$ cat src/rtl/jr_redirect_collector.sv
// Collects single-cycle JR redirects from all SIC ports and holds the oldest one
// until the issue controller accepts it. Superseded and flushed redirects are counted.
module jr_redirect_collector #(
  parameter int NUM_SICS = 8,
  parameter int ID_WIDTH = 16
) (
  input  logic                               clk,
  input  logic                               rst_n,
  input  logic [NUM_SICS-1:0]                sic_pc_redirect_valid,
  input  logic [NUM_SICS-1:0][31:0]          sic_pc_redirect_pc,
  input  logic [NUM_SICS-1:0][ID_WIDTH-1:0]  sic_pc_redirect_issue_id,
  input  logic                               rollback_trigger,
  input  logic                               redirect_ready,
  output logic                               redirect_valid,
  output logic [31:0]                        redirect_pc,
  output logic [ID_WIDTH-1:0]                redirect_issue_id,
  output logic [7:0]                         drop_count
);

  // state | meaning
  // IDLE  | nothing held, redirect_valid=0
  // PEND  | one redirect held, waiting for redirect_ready
  typedef enum logic {IDLE = 1'b0, PEND = 1'b1} state_t;

  state_t              state_q, state_d;
  logic [31:0]         pc_q, pc_d;
  logic [ID_WIDTH-1:0] id_q, id_d;
  logic [7:0]          drop_q, drop_d;

  logic                win_found;
  logic [31:0]         win_pc;
  logic [ID_WIDTH-1:0] win_id;
  logic [15:0]         n_valid;
  logic [15:0]         drops;
  logic [16:0]         drop_sum;

  // a older than b when the modular difference is negative
  function automatic logic older(input logic [ID_WIDTH-1:0] a, input logic [ID_WIDTH-1:0] b);
    logic [ID_WIDTH-1:0] diff;
    diff = a - b;
    return diff[ID_WIDTH-1];
  endfunction

  // strict compare keeps the lowest index on equal IDs
  always_comb begin
    win_found = 1'b0;
    win_pc    = '0;
    win_id    = '0;
    n_valid   = '0;
    for (int i = 0; i < NUM_SICS; i++) begin
      if (sic_pc_redirect_valid[i]) begin
        n_valid = n_valid + 16'd1;
        if (!win_found || older(sic_pc_redirect_issue_id[i], win_id)) begin
          win_found = 1'b1;
          win_pc    = sic_pc_redirect_pc[i];
          win_id    = sic_pc_redirect_issue_id[i];
        end
      end
    end
  end

  always_comb begin
    state_d = state_q;
    pc_d    = pc_q;
    id_d    = id_q;
    drops   = n_valid;
    if (rollback_trigger) begin
      state_d = IDLE;
      if (state_q == PEND && !redirect_ready) drops = n_valid + 16'd1;
    end else begin
      case (state_q)
        IDLE: begin
          if (win_found) begin
            state_d = PEND;
            pc_d    = win_pc;
            id_d    = win_id;
            drops   = n_valid - 16'd1;
          end
        end
        PEND: begin
          if (redirect_ready) begin
            if (win_found) begin
              pc_d  = win_pc;
              id_d  = win_id;
              drops = n_valid - 16'd1;
            end else begin
              state_d = IDLE;
            end
          end else if (win_found && older(win_id, id_q)) begin
            // winner loaded, displaced held entry takes its drop slot
            pc_d = win_pc;
            id_d = win_id;
          end
        end
        default: state_d = IDLE;
      endcase
    end
    drop_sum = {9'd0, drop_q} + {1'b0, drops};
    drop_d   = (drop_sum > 17'd255) ? 8'hFF : drop_sum[7:0];
  end

  always_ff @(posedge clk or negedge rst_n) begin
    if (!rst_n) begin
      state_q <= IDLE;
      pc_q    <= '0;
      id_q    <= '0;
      drop_q  <= '0;
    end else begin
      state_q <= state_d;
      pc_q    <= pc_d;
      id_q    <= id_d;
      drop_q  <= drop_d;
    end
  end

  assign redirect_valid    = (state_q == PEND);
  assign redirect_pc       = pc_q;
  assign redirect_issue_id = id_q;
  assign drop_count        = drop_q;

endmodule
$ cat config.mk
export PLATFORM = sky130hd
export DESIGN_NAME = jr_redirect_collector
export DESIGN_NICKNAME = d
export VERILOG_FILES = /design/src/rtl/jr_redirect_collector.sv
export SDC_FILE = /design/constraint.sdc
export NUM_CORES = 1
export LEC_CHECK = 0
export ABC_AREA = 1
export CAP_MARGIN = 20
export CELL_PAD_IN_SITES_DETAIL_PLACEMENT = 0
export CELL_PAD_IN_SITES_GLOBAL_PLACEMENT = 1
export CORE_UTILIZATION = 29
export CTS_BUF_LIST = sky130_fd_sc_hd__clkbuf_2 sky130_fd_sc_hd__clkbuf_4 sky130_fd_sc_hd__clkbuf_8
export CTS_CLUSTER_SIZE = 20
export DETAILED_ROUTE_END_ITERATION = 12
export PLACE_DENSITY = 0.9
export SYNTH_ARGS = -nofsm -noshare
export SYNTH_HDL_FRONTEND = slang
export SYNTH_SLANG_ARGS = --single-unit
$ cat constraint.sdc
create_clock -name clk -period 3.3 [get_ports clk]
set_input_delay 0.495 -clock clk [delete_from_list [all_inputs] [get_ports clk]]
set_output_delay 0.495 -clock clk [all_outputs]
set_load 0.005 [all_outputs]
==> results.sh <==
export IMPL_crit_top_cell="nand2_1"
export IMPL_p_int_w=0.00742
export IMPL_gp_congestion=0.974
export IMPL_cts_tree="built"
export IMPL_placementRows=69
export IMPL_syn_cell_area_sq_mm=0.0106
export IMPL_nets=3165
export IMPL_hp_class="input port to async pin"
export IMPL_design_area_sq_mm=0.0204
export IMPL_switching_share_pct=49.6
export IMPL_grt_pass1_wl_mm=75.3
export IMPL_n_fill_cell=3333
export IMPL_synthArstFlopShare_pct=100
export IMPL_grt_pass1_vias=14200
export IMPL_synth_warnings=0
export IMPL_clock_path_buffers=2
export IMPL_synth_cell_types=41
export IMPL_worstPathRequired_ps=3530
export IMPL_grt_usage_pct=25.2
export IMPL_syn2layout_area_growth_pct=91.6
export IMPL_avgSynthCellArea_sq_um=5.49
export IMPL_cts_buffers=9
export IMPL_path_clk_slew_ps=70
export IMPL_finalCriticalPeriod_ps=11960
export IMPL_ir_drop_mv=0.440
export IMPL_die_x_um=194
export IMPL_endpoint_kind="flop"
export IMPL_drv_cap=0
export IMPL_drive_gt1_share_pct=27.0
export IMPL_core_area_sq_mm=0.0358
export IMPL_ioPinCount=453
export IMPL_synth_edf_count=0
export IMPL_synth_ff_type="dfrtp_1"
export IMPL_layout_cells_non_filler=3143
export IMPL_cp_slowest_stage_delay_ps=310
export IMPL_synth_cells=1938
export IMPL_rsz0062_at_grt="yes"
export IMPL_leakagePower_nw=10.1
export IMPL_drt_wirelength_per_cell_um=16.9
export IMPL_die_area_sq_mm=0.0375
export IMPL_fmax_ghz=0.0836
export IMPL_seq_area_frac_synth_pct=13.4
export IMPL_layout_setup_ws_ps=-8660
export IMPL_grt_ovfl_total=0
export IMPL_drt_initial_drc_count=887
export IMPL_grt_max_degree=67
export IMPL_synth_fp_nets=2431
export IMPL_worst_pin_slew_ps=660
export IMPL_antenna_found_initial=14
export IMPL_outcome="finished, violations left"
export IMPL_cp_depth=100
export IMPL_slew_headroom_pct=56.0
export IMPL_path_buf_inv=14
export IMPL_dr_pass1_iters=5
export IMPL_start_util_pct=29.7
export IMPL_cts_htree_levels=3
export IMPL_comb_power_share_pct=86.2
export IMPL_powerDensity_mw_per_mm2=721
export IMPL_setup_violations=56
export IMPL_switchingPower_w=0.00729
export IMPL_path_max_fanout=9
export IMPL_synth_seq_cells=57
export IMPL_place_area_sq_mm=0.0178
export IMPL_final_hold_violation_count=0
export IMPL_fin_worst_skew_ps=11.9
export IMPL_finalCritPeriodShare_pct=362
export IMPL_dr_total_vias=15400
export IMPL_dp_cells=3059
export IMPL_clkPwrFrac_pct=4.1
export IMPL_slew_violations=0
export IMPL_hpwl_mm=41.7
export IMPL_port_buffers=452
export IMPL_clkLatencyLatePin_ps=350
export IMPL_postRouteWirelength_mm=53.0
export IMPL_slowest_stage="ha_1"
export IMPL_avgViaCountPerCell=4.90
export IMPL_crit_family="simple AND/OR/NAND/NOR gates"
export IMPL_r2r_cells=22
export IMPL_worstSetupPathType="input port to flop"
export IMPL_pwr_share_seq_pct=9.7
export IMPL_cp_data_arrival_time_ps=12190
export IMPL_fp_dieH_um=194
export IMPL_root_buffer="clkbuf_8"
export IMPL_ant_nets=0
export IMPL_cts_sinks=57
export IMPL_start_kind="input port"
export IMPL_finalPower_w=0.0147
export IMPL_drc=0
export IMPL_violations="negative setup slack"
layer usage:
metal | up-vias | GRT usage [%] | wire length [um]
met5 | - | 0 | 108
met4 | 16 | 8.06 | 1640
met3 | 114 | 4.95 | 3380
met2 | 499 | 43.8 | 26400
met1 | 6952 | 31.2 | 21500
li1 | 7817 | - | -
cells in the mapped netlist (2+ instances only):
cell type / n / area (sq um)
buf_4: 8 / 60.1
nand3_1: 182 / 911
a21oi_1: 49 / 245
a211oi_1: 4 / 30.0
clkinv_1: 3 / 11.3
inv_2: 4 / 15.0
ha_1: 96 / 1200
buf_6: 5 / 56.3
xor2_1: 20 / 175
buf_1: 14 / 52.6
o21bai_1: 11 / 82.6
nand2_2: 5 / 31.3
nor3_1: 8 / 40.0
o211ai_1: 40 / 300
nand4_1: 8 / 50.1
buf_2: 14 / 70.1
nand2_4: 4 / 45.0
o21ai_1: 5 / 25.0
a21oi_2: 5 / 43.8
nand2_1: 773 / 2900
nand3_2: 6 / 60.1
o31ai_1: 2 / 15.0
nor2_1: 65 / 244
inv_1: 168 / 631
clkbuf_1: 69 / 259
dfrtp_1: 57 / 1430
o21ai_2: 2 / 17.5
o21ai_0: 283 / 1420
xnor2_1: 5 / 43.8
nand3b_1: 12 / 90.1
area by class of cell:
| class | count | area [sq um] | share of cell area [%] |
|---|---|---|---|
| diodes | 5 | 12.5 | 0.0613 |
| clock buffers | 10 | 138 | 0.675 |
| clock inverters | 6 | 42.5 | 0.209 |
| inverters | 176 | 668 | 3.28 |
| multi-input cells | 1601 | 9800 | 48.1 |
| flip-flops and latches | 57 | 1430 | 6.99 |
| well taps | 461 | 577 | 2.83 |
| repair buffers | 827 | 7730 | 37.9 |
flip-flops by register name, summed over array words and instances (netlist names):
register           cells
drop_count             8
redirect_valid         1
redirect_pc           32
redirect_issue_id     16
metrics by stage:
stage	setup slack, ps	TNS, ps	utilization (%)	hold slack [ps]
after floorplan	-9190	-457180	-	199
after global placement	-9260	-469040	49.7	479
after detailed placement	-9810	-496280	49.7	487
after CTS	-8690	-438240	51.1	191
after global routing	-9420	-470910	56.9	217
final	-8660	-431180	56.9	174
power groups by stage:
stage               Sequential (W)  Combinational [W]  Clock [W]
floorplan                  0.00135            0.00616          0
global placement           0.00138             0.0101          0
detailed placement         0.00139             0.0104          0
CTS                        0.00139             0.0109   0.000613
global route               0.00147             0.0140   0.000649
finish                     0.00142             0.0127   0.000608
layout by cell type, fill, tap and decap left out, types with 40 or more instances in the layout:
master,count
nand2_1,653
buf_4,340
nand3_1,161
a21oi_1,40
dfrtp_1,57
o21ai_0,211
nor2_1,43
clkdlybuf4s50_1,419
inv_1,156
nand2_2,95
ha_1,53
o211ai_1,40
worst paths after layout:
check / start / to / slack [ps]
max in group asynchronous: rst_n / redirect_pc[11] / 2410
hold / removal: rst_n / drop_count[0] / 170
hold reg to reg: redirect_pc[9] / redirect_pc[9] / 500
min in group clk: redirect_pc[9] / redirect_pc[9] / 500
setup / recovery: sic_pc_redirect_valid[0] / redirect_pc[27] / -8660
setup reg to reg: redirect_valid / drop_count[2] / 150
kinds of logic after synthesis:
family | Yosys count | synth area share (%)
other | 1 | 0.0352
adder cells (fa/ha/maj) | 97 | 11.5
AO/OA/AOI/OAI | 405 | 20.8
multiplexers | 1 | 0.106
AND/OR/NAND/NOR | 1066 | 41.3
buffers and inverters | 286 | 10.9
flip-flops | 57 | 13.4
XOR/XNOR | 25 | 2.06
repair_timing:
action,in CTS,in global routing
resized for setup,62,400
hold buffers,0,0
pin swaps,13,154
endpoints found under the setup margin,56,57
cloned,9,10
endpoints found under the hold margin,0,0
buffers inserted,8,39
(Power assumes the default switching activity.)
